`src/rtl/dm_arbiter.sv`:
```
// ============================================================================
// Module   : dm_arbiter
// Brief    : Two-port round-robin access controller for a synchronous-read word
//            memory, with sub-word read-modify-write and load lane extraction.
//            Optional macro DM_ARB_ALIGN_CHECK_EN enables misalignment errors.
// Revision : 1.0 - initial release
// ============================================================================
`default_nettype none

module dm_arbiter (
    input  logic        arb_clk,
    input  logic        arb_reset,
    input  logic        p0_req,
    input  logic        p0_we,
    input  logic [1:0]  p0_size,
    input  logic        p0_signed,
    input  logic [31:0] p0_addr,
    input  logic [31:0] p0_wdata,
    output logic        p0_gnt,
    output logic        p0_done,
    output logic [31:0] p0_rdata,
    output logic        p0_err,
    input  logic        p1_req,
    input  logic        p1_we,
    input  logic [1:0]  p1_size,
    input  logic        p1_signed,
    input  logic [31:0] p1_addr,
    input  logic [31:0] p1_wdata,
    output logic        p1_gnt,
    output logic        p1_done,
    output logic [31:0] p1_rdata,
    output logic        p1_err,
    output logic        mem_we,
    output logic [31:0] mem_addr,
    output logic [31:0] mem_wdata,
    input  logic [31:0] mem_rdata
);

    typedef enum logic [2:0] {
        S_IDLE  = 3'd0,
        S_READ  = 3'd1,
        S_WRITE = 3'd2,
        S_LRESP = 3'd3,
        S_MERGE = 3'd4,
        S_ERR   = 3'd5
    } state_t;

    state_t      r_state;
    logic        r_owner;
    logic        r_prio;
    logic        r_we;
    logic [1:0]  r_size;
    logic        r_signed;
    logic [31:0] r_addr;
    logic [31:0] r_wdata;

    logic        w_any;
    logic        w_pick;
    logic        w_gnt;
    logic        w_sel_we;
    logic [1:0]  w_sel_size;
    logic        w_sel_signed;
    logic [31:0] w_sel_addr;
    logic [31:0] w_sel_wdata;
    logic        w_misalign;
    logic        w_done;
    logic        w_err;
    logic [7:0]  w_byte;
    logic [15:0] w_half;
    logic [31:0] w_load;
    logic [31:0] w_merge;

    // On a tie r_prio names the winner; a lone requester always wins.
    assign w_any        = p0_req | p1_req;
    assign w_pick       = (p0_req & p1_req) ? r_prio : p1_req;
    assign w_gnt        = (r_state == S_IDLE) & w_any & ~arb_reset;
    assign w_sel_we     = w_pick ? p1_we     : p0_we;
    assign w_sel_size   = w_pick ? p1_size   : p0_size;
    assign w_sel_signed = w_pick ? p1_signed : p0_signed;
    assign w_sel_addr   = w_pick ? p1_addr   : p0_addr;
    assign w_sel_wdata  = w_pick ? p1_wdata  : p0_wdata;

`ifdef DM_ARB_ALIGN_CHECK_EN
    assign w_misalign = ((w_sel_size == 2'b01) & w_sel_addr[0]) |
                        (w_sel_size[1] & (w_sel_addr[1:0] != 2'b00));
    assign w_err      = (r_state == S_ERR);
`else
    assign w_misalign = 1'b0;
    assign w_err      = 1'b0;
`endif

    always_ff @(posedge arb_clk or posedge arb_reset) begin
        if (arb_reset) begin
            r_state  <= S_IDLE;
            r_owner  <= 1'b0;
            r_prio   <= 1'b0;
            r_we     <= 1'b0;
            r_size   <= 2'b00;
            r_signed <= 1'b0;
            r_addr   <= 32'h0;
            r_wdata  <= 32'h0;
        end else begin
            case (r_state)
                S_IDLE: begin
                    if (w_any) begin
                        r_owner  <= w_pick;
                        r_prio   <= ~w_pick;
                        r_we     <= w_sel_we;
                        r_size   <= w_sel_size;
                        r_signed <= w_sel_signed;
                        r_addr   <= w_sel_addr;
                        r_wdata  <= w_sel_wdata;
                        if (w_misalign)
                            r_state <= S_ERR;
                        else if (w_sel_we && w_sel_size[1])
                            r_state <= S_WRITE;
                        else
                            r_state <= S_READ;
                    end
                end
                S_READ:  r_state <= r_we ? S_MERGE : S_LRESP;
                default: r_state <= S_IDLE;
            endcase
        end
    end

    // mem_rdata here holds the word addressed during READ.
    always_comb begin
        w_byte  = mem_rdata[{r_addr[1:0], 3'b000} +: 8];
        w_half  = r_addr[1] ? mem_rdata[31:16] : mem_rdata[15:0];
        w_load  = mem_rdata;
        w_merge = mem_rdata;
        case (r_size)
            2'b00: begin
                w_load = {{24{r_signed & w_byte[7]}}, w_byte};
                w_merge[{r_addr[1:0], 3'b000} +: 8] = r_wdata[7:0];
            end
            2'b01: begin
                w_load = {{16{r_signed & w_half[15]}}, w_half};
                w_merge[{r_addr[1], 4'b0000} +: 16] = r_wdata[15:0];
            end
            default: begin
                w_load  = mem_rdata;
                w_merge = r_wdata;
            end
        endcase
    end

    assign w_done = (r_state == S_WRITE) | (r_state == S_LRESP) |
                    (r_state == S_MERGE) | (r_state == S_ERR);

    assign p0_gnt   = w_gnt & ~w_pick;
    assign p1_gnt   = w_gnt &  w_pick;
    assign p0_done  = w_done & ~r_owner;
    assign p1_done  = w_done &  r_owner;
    assign p0_err   = w_err & ~r_owner;
    assign p1_err   = w_err &  r_owner;
    assign p0_rdata = ((r_state == S_LRESP) && !r_owner) ? w_load : 32'h0;
    assign p1_rdata = ((r_state == S_LRESP) &&  r_owner) ? w_load : 32'h0;

    assign mem_we    = (r_state == S_WRITE) | (r_state == S_MERGE);
    assign mem_addr  = ((r_state == S_READ) || (r_state == S_LRESP) || mem_we) ?
                       {r_addr[31:2], 2'b00} : 32'h0;
    assign mem_wdata = (r_state == S_WRITE) ? r_wdata :
                       (r_state == S_MERGE) ? w_merge : 32'h0;

endmodule

`default_nettype wire

```
`config.mk`:
```
export PLATFORM = sky130hd
export DESIGN_NAME = dm_arbiter
export DESIGN_NICKNAME = d
export VERILOG_FILES = /design/src/rtl/dm_arbiter.sv
export SDC_FILE = /design/constraint.sdc
export NUM_CORES = 1
export LEC_CHECK = 0
export ABC_AREA = 1
export CORE_MARGIN = 2
export CORE_UTILIZATION = 43
export DETAILED_ROUTE_END_ITERATION = 12
export PLACE_DENSITY = 0.83
export SYNTH_ARGS = -nofsm -noshare
export SYNTH_HDL_FRONTEND = slang
export SYNTH_SLANG_ARGS = --single-unit
export TNS_END_PERCENT = 10
```
`constraint.sdc`:
```
create_clock -name arb_clk -period 3.3 [get_ports arb_clk]
set_input_delay 0.99 -clock arb_clk [delete_from_list [all_inputs] [get_ports arb_clk]]
set_output_delay 0.99 -clock arb_clk [all_outputs]
set_load 0.1 [all_outputs]
```
# [Yosys cells after proc, flatten, opt, wreduce, memory -nomap -nowiden]
# Index checks and enable logic that the tools add are counted.
[totals] register_bits=73 input_bits=172 output_inout_bits=135 word_cells=68
[op_classes] add_sub_neg=2 eq_ne=7 shift=5 muxes=20 n_bitwise=17 reduce_logical=9
[ops] op="$mux W32" n=7
[ops] op="$pmux W32 S2" n=2
[ops] op="$bwmux W32" n=2
[ops] op="$shift A16 B7 Y32 const A" n=1
[ops] op="$shift A8 B7 Y32 const A" n=1
[ops] op="$shiftx A16 B7 Y32" n=1
[ops] op="$shiftx A32 B6 Y8" n=1
[ops] op="$shiftx A8 B7 Y32" n=1
[ops] op="$mux W16" n=1
[ops] op="$neg A5 Y7" n=2
[ops] op="$and A1 B1 Y1" n=9
[ops] op="$eq A3 B2 Y1 const B" n=2
[ops] op="$eq A3 B3 Y1 const B" n=2
[ops] op="$mux W3" n=2
[ops] op="$pmux W3 S2" n=1
[ops] op="$or A1 B1 Y1" n=5
[ops] op="$mux W2" n=2
[ops] op="$eq A3 B1 Y1 const B" n=1
[ops] op="$logic_and A1 B1 Y1" n=3
[ops] op="$logic_not A3 Y1" n=1
[ops] op="$mux W1" n=3
[ops] op="$not A1 Y1" n=3
[ops] op="$eq A2 B1 Y1 const B" n=1
[ops] op="$logic_not A2 Y1" n=1
[ops] op="other kinds (4)" n=5

# [Longest topological paths before layout]
# Gate-level depths: netlist (run 1).
[depth] depth_word=7 depth_mapped=12

# [Worst setup path before layout (run 1)]
# OpenSTA, ideal clock, no wires.
[synth_timing] path_kind="input-to-output" start="input p1_req" end="output p1_gnt" arrival_ps=3659 required_time_ps=2310 slack_ps=-1349 cell_stages=6 path_buffers=3 path_cell_list="buf_2 or2_1 nand2_2 buf_4 buf_2 nor3_1"
[synth_between] elab_chain_len=4 elab_cells_between_ends=6
[synth_lines] item="from (decl)" line_no="23" text="input logic p1_req,"
[synth_lines] item="$or A1 B1 Y1" line_no="74" text="assign w_any = p0_req | p1_req;"
[synth_lines] item="$and A1 B1 Y1 (2 in a row)" line_no="76" text="assign w_gnt = (r_state == S_IDLE) & w_any & ~arb_reset;"
[synth_lines] item="$and A1 B1 Y1 *" line_no="153" text="assign p1_gnt = w_gnt & w_pick;"
[synth_lines] item="to (decl)" line_no="29" text="output logic p1_gnt,"
# Mark *: on every way between the ends. The rest lies on a longest branch, timed or not.

# [Worst setup path in the final report (run 1)]
[layout_timing] start="input mem_rdata[8]" end="output p1_rdata[0]"
[layout_between] elab_chain_len=3
[layout_lines] item="from (decl)" line_no="36" text="input logic [31:0] mem_rdata"
[layout_lines] item="$shiftx A32 B6 Y8" line_no="129" text="w_byte = mem_rdata[{r_addr[1:0], 3'b000} +: 8];"
[layout_lines] item="$pmux W32 S2" line_no="133" text="case (r_size)"
[layout_lines] item="$mux W32" line_no="159" text="assign p1_rdata = ((r_state == S_LRESP) && r_owner) ? w_load : 32'h0;"
[layout_lines] item="to (decl)" line_no="31" text="output logic [31:0] p1_rdata,"
# No other way between the ends.

==> impl_metrics.tcl, run 1 <==
set metrics [dict create \
    core_um2 15200 \
    grt_pass1_wl_mm 50.4 \
    startpoint "mem_rdata[8]" \
    skew_ns 0.00506 \
    power_frac_clock_pct 7.3 \
    synth_cell_types 34 \
    io_buffers 302 \
    place_congestion 0.980 \
    hp-start "r_addr[24]$_DFFE_PP0P_" \
    clockBufferDepth 2 \
    htreeDepth 3 \
    pin_count 307 \
    die_y_um 129 \
    status "complete, but fails checks" \
    crit_required_ns 2.31 \
    die-area_um2 16600 \
    nFillCells 958 \
    cts_buffers 9 \
    clock_sinks 73 \
    vias 9516 \
    p_comb_share_pct 79.0 \
    multi_input_area_um2 4710 \
    arrival_ns 2.42 \
    peakVddDrop_mv 1.14 \
    timing.fmax_ghz 0.293 \
    register_area_um2 1830 \
    root_buffer "clkbuf_16" \
    tritoncts "done" \
    grt_start_max_net_pins 86 \
    rrSetupSlack_ns 1.09 \
    rsz0062_at_grt "yes" \
    grt_pass1_vias 9300 \
    via_per_inst 5.97 \
    switching_share_pct 60.2 \
    diodes 0 \
    setup_viol_count_final 28 \
    period_share_pct 103 \
    start_util_pct 44.0 \
    criticalPathCategory "in -> out" \
    die_w_um 129 \
    dp_hpwl_mm 23.0 \
    cap_violations 0 \
    syn_inst 1099 \
    area_delta_synth_final_pct 86.1 \
    ys_seq_area_share_pct 27.3 \
    worst_pin_slew_ns 0.955 \
    finalCriticalPeriod_ns 3.41 \
    p_seq_share_pct 13.7 \
    firstDrtPassIters 6 \
    power_density_nw_per_um2 1090 \
    yosysWarnings 0 \
    final_hold_viol_count 0 \
    cts.clk_slew.worst_paths_ns 0.06 \
    syn_avg_cell_area_um2 6.09 \
    timing.setup.tns_ns -0.665 \
    wl_mm 32.9 \
    drc_errors 0 \
    wire_per_inst_um 20.6 \
    fp-row-count 45 \
    slowest_delay_ns 0.48 \
    drv_slew 0 \
    setup_ws_ns -0.109 \
    drt_iter0_markers 953 \
    crit_slowest_cell "clkdlybuf4s50_1" \
    ant_nets 0 \
    synth_seq_cells 73 \
    hold_path.class "reg -> reg" \
    insertion_delay_ns 0.34 \
    p_int_mw 5.39 \
    design_area_um2 12400 \
    ctsHoldBuffers 0 \
    path_max_fanout 2 \
    grt_usage_pct 38.9 \
    place_area_um2 11500 \
    antenna_found_initial 0 \
    syn_area_um2 6690 \
    overflow 0 \
    drive_gt1_share_pct 26.3 \
    nets 1578 \
    failed_checks "negative setup slack" \
    critPathCaptureType "output pin" \
    switchingPower_mw 8.14 \
    startpoint_type "input pin" \
    r2r-start "r_state[2]$_DFFE_PP0P_" \
    maxSlewHeadroom_pct 36.3 \
    p_leak_nw 5.67 \
    path_cells "clkdlybuf4s50_1 > inv_1 > o21ai_0 > buf_4 > o221ai_1 > nor2_1 > buf_12" \
]
## synthesized netlist by cell type (all sizes together)
cell type  number  area [um^2]
o2111ai         2         17.5
ha              5         62.6
nand3b          3         22.5
dfrtp          73         1830
o22ai           1         6.26
a211oi          1         7.51
conb            1         3.75
nor2           90          350
buf            58          383
nand2         372         1400
clkbuf         36          135
clkinv          1         3.75
a22oi          11         82.6
or2             2         15.0
nand3         155          776
o21ai          47          235
a21oi          63          315
inv            78          293
nor4            1         6.26
nor3            3         31.3
o221ai          5         43.8
o211ai         22          235
nand4          69          432
## stage by stage
| step | power [mW] | utilization (%) | std cells | setup WS (ns) | hold WS, ns |
|---|---|---|---|---|---|
| floorplan | 8.40 | - | 1102 | -0.534 | 0.466 |
| CTS | 13.2 | 80.6 | 1595 | -0.113 | 0.499 |
| finish | 13.5 | 81.9 | 1594 | -0.109 | 0.500 |
| global placement | 11.6 | 75.9 | 1572 | -0.282 | 0.479 |
| detailed placement | 11.8 | 75.9 | 1572 | -0.288 | 0.482 |
| global route | 14.1 | 81.9 | 1594 | -0.152 | 0.516 |
## layer usage
layer | track usage (%) | vias to the layer above | part of all wire, %
met1 | 45.8 | 4451 | 35
met5 | 0 | - | 0
met4 | 21.9 | 0 | 5.9
li1 | - | 4262 | -
met3 | 9.56 | 139 | 11
met2 | 64.9 | 664 | 48
## kinds of logic after synthesis
kind of cell | Yosys count | share of synthesized area [%]
other | 1 | 0.0561
flip-flops | 73 | 27.3
adder cells (fa/ha/maj) | 5 | 0.935
AO/OA/AOI/OAI | 152 | 14.1
AND/OR/NAND/NOR | 695 | 45.4
buffers and inverters | 173 | 12.2
## layout make-up
class                   instances  area share [%]
clock buffers                  11            1.95
clock inverters                 5           0.442
inverters                      79            2.43
multi-input cells             856            37.8
flip-flops and latches         73            14.7
well taps                     188            1.89
repair buffers                382            40.8
## worst max-delay path, delay by kind of cell
family                 cells  cell delay (ns)
AND/OR/NAND/NOR            1             0.23
buffers and inverters      4             0.90
AO/OA/AOI/OAI              2             0.30
## registers in the layout (all words and copies together) (netlist names)
signal,count
r_addr,32
r_wdata,32
r_state,3
r_size,2
r_owner,1
r_prio,1
r_signed,1
r_we,1
## layout by cell type, fill, tap and decap left out, types with 4 or more instances in the layout
master,synthesis,final
dfrtp_1,73,72
a21oi_4,0,30
dlymetal6s2s_1,0,9
nor2_2,2,17
o211ai_1,8,8
nor2_4,1,12
clkbuf_16,0,9
a21oi_1,63,31
nand2_2,3,27
nand4_1,69,69
dlygate4sd2_1,0,13
o211ai_2,14,14
o21ai_0,42,26
o21ai_1,5,17
a22oi_1,11,10
clkdlybuf4s50_1,0,146
nand2_1,369,343
buf_4,7,67
inv_2,12,16
nor2_1,87,61
nand3_1,155,153
buf_6,12,5
conb_1,1,4
inv_1,66,59
buf_12,0,135
## final timing paths
check,cells after the start,endpoint
worst max register to register,8,r_wdata[6]$_DFFE_PP0P_
min in group asynchronous,3,r_wdata[1]$_DFFE_PP0P_
worst max-delay path,7,p1_rdata[0]
worst min-delay path,2,r_addr[24]$_DFFE_PP0P_
max in group asynchronous,3,r_wdata[9]$_DFFE_PP0P_
worst min register to register,2,r_addr[24]$_DFFE_PP0P_
## power by group through the flow
| stage | clock network (mW) | registers [mW] | logic [mW] |
|---|---|---|---|
| after global placement | 0 | 1.80 | 9.83 |
| after global routing | 1.03 | 1.87 | 11.2 |
| after floorplan | 0 | 1.60 | 6.80 |
| after CTS | 0.999 | 1.81 | 10.4 |
| final | 0.994 | 1.85 | 10.7 |
| after detailed placement | 0 | 1.81 | 9.95 |
## repair_timing
item	CTS	global route
buffers inserted	4	0
cloned	3	0
gates resized for setup	85	74
pin swaps	13	21
setup endpoints to repair	88	87
(Power assumes the default switching activity.)
==> run 2, diff against run 1 <==
PLACE_DENSITY = default   (was 0.83)
PLACE_DENSITY_LB_ADDON = 0.05   (was default)
SLEW_MARGIN = 10   (was default)
==> impl_metrics.tcl, run 2 (synthesis gave the netlist of run 1 again) <==
set metrics [dict create \
    cts.clk_slew.worst_paths_ns 0.05 \
    p_total_mw 13.4 \
    worst_r2r_path_depth 8 \
    timing.rr.end "r_addr[1]$_DFFE_PP0P_" \
    cap_violations 0 \
    drt_iter0_markers 1032 \
    final_hold_viol_count 0 \
    die-area_um2 16600 \
    wl_mm 32.2 \
    layout_commonest_cell "nand2_1" \
    hold_path.class "reg -> reg" \
    failed_checks "negative setup slack" \
    dp_hpwl_mm 22.5 \
    via_per_inst 5.91 \
    path_max_fanout 2 \
    firstDrtPassIters 6 \
    place_area_um2 11500 \
    overflow 0 \
    r2r-start "r_state[2]$_DFFE_PP0P_" \
    fp-row-count 45 \
    peakVddDrop_mv 1.08 \
    tritoncts "done" \
    setup_viol_count_final 36 \
    vias 9387 \
    design_area_um2 12400 \
    critPathCaptureType "output pin" \
    grt_pass1_wl_mm 49.1 \
    rsz0062_at_grt "yes" \
    antenna_found_initial 1 \
    insertion_delay_ns 0.34 \
    reg.largest.list "r_addr: 32 flops, r_wdata: 32 flops, r_state: 3 flops" \
    core_um2 15200 \
    criticalPathCategory "in -> out" \
    rrSetupSlack_ns 1.21 \
    startpoint "mem_rdata[9]" \
    final_cell_count_no_fill 1588 \
    die_w_um 129 \
    start_util_pct 44.0 \
    clockBufferDepth 2 \
    nFillCells 1006 \
    setup_ws_ns -0.125 \
    ant_nets 0 \
    area_delta_synth_final_pct 85.7 \
    post-route-util_pct 81.7 \
    root_buffer "clkbuf_16" \
    power_density_nw_per_um2 1080 \
    drv_slew 0 \
    clock_sinks 73 \
    place_congestion 0.979 \
    drive_gt1_share_pct 26.3 \
    pin_count 307 \
    timing.setup.tns_ns -1.25 \
    skew_ns 0.00774 \
    wire_per_inst_um 20.3 \
    finalCriticalPeriod_ns 3.42 \
    io_buffers 302 \
    drc_errors 0 \
    cts_buffers 9 \
    worst_pin_slew_ns 0.926 \
    startpoint_type "input pin" \
    grt_pass1_vias 8989 \
    final_cell_mix "nand2_1 (345), nand3_1 (153), clkdlybuf4s50_1 (144), buf_12 (135), dfrtp_1 (73)" \
    status "complete, but fails checks" \
    grt_start_max_net_pins 86 \
    crit_required_ns 2.31 \
    ctsHoldBuffers 0 \
    die_y_um 129 \
    worstSetupEndpoint "p1_rdata[9]" \
    arrival_ns 2.43 \
    p_leak_nw 5.70 \
    timing.fmax_ghz 0.292 \
    htreeDepth 3 \
    nets 1571 \
    period_share_pct 104 \
    dp_cells 1564 \
    maxSlewHeadroom_pct 38.3 \
    grt_usage_pct 37.7 \
]
run 2: layout make-up:
cell class	count	area [um^2]	share of cell area (%)
repair buffers	375	5040	40.6
clock buffers	12	236	1.90
flip-flops and latches	73	1830	14.7
inverters	79	303	2.44
multi-input cells	856	4730	38.1
diodes	2	5.00	0.0403
clock inverters	3	42.5	0.342
well taps	188	235	1.89
run 2: worst min path at each step:
stage	from	endpoint	slack [ns]	cells after the start
final	r_addr[8]$_DFFE_PP0P_	r_addr[8]$_DFFE_PP0P_	0.50	2
after global routing	r_addr[23]$_DFFE_PP0P_	r_addr[23]$_DFFE_PP0P_	0.52	2
after CTS	r_addr[14]$_DFFE_PP0P_	r_addr[14]$_DFFE_PP0P_	0.50	2
after detailed placement	r_addr[14]$_DFFE_PP0P_	r_addr[14]$_DFFE_PP0P_	0.48	2
after global placement	r_addr[14]$_DFFE_PP0P_	r_addr[14]$_DFFE_PP0P_	0.48	2
after floorplan	r_addr[10]$_DFFE_PP0P_	r_addr[10]$_DFFE_PP0P_	0.47	2
run 2: layer usage:
layer  vias up  GRT usage, %  part of all wire, %
met2       689          62.0                   48
met4         0          18.4                  5.2
met5         -             0                    0
li1       4253             -                    -
met3       123          9.23                   11
met1      4322          46.3                   35
run 2: through the flow:
| stage | setup slack, ns | hold WS [ns] |
|---|---|---|
| final | -0.125 | 0.498 |
| after global routing | -0.163 | 0.521 |
| after CTS | -0.0825 | 0.498 |
| after detailed placement | -0.411 | 0.482 |
| after global placement | -0.264 | 0.480 |
| after floorplan | -0.534 | 0.466 |
run 2: repair_timing:
action / in CTS / in global routing
setup endpoints to repair: 82 / 94
resized for setup: 70 / 94
endpoints found under the hold margin: 0 / 0
setup buffers: 1 / 3
pin swaps: 5 / 28
gates cloned: 3 / 0
run 2: worst max-delay path, cell delays in order:
cell	delay, ns
clkdlybuf4s50_1	0.50
inv_1	0.07
o21ai_2	0.18
o21ai_0	0.11
nand2_1	0.10
nand2_2	0.11
nor2_4	0.17
buf_12	0.19
run 2: power breakdown:
group | total [mW] | internal, mW | switching (mW) | leakage, nW
sequential | 1.81 | 1.35 | 0.460 | 0.893
clock | 0.949 | 0.581 | 0.369 | 0.133
combinational | 10.6 | 3.39 | 7.25 | 4.67
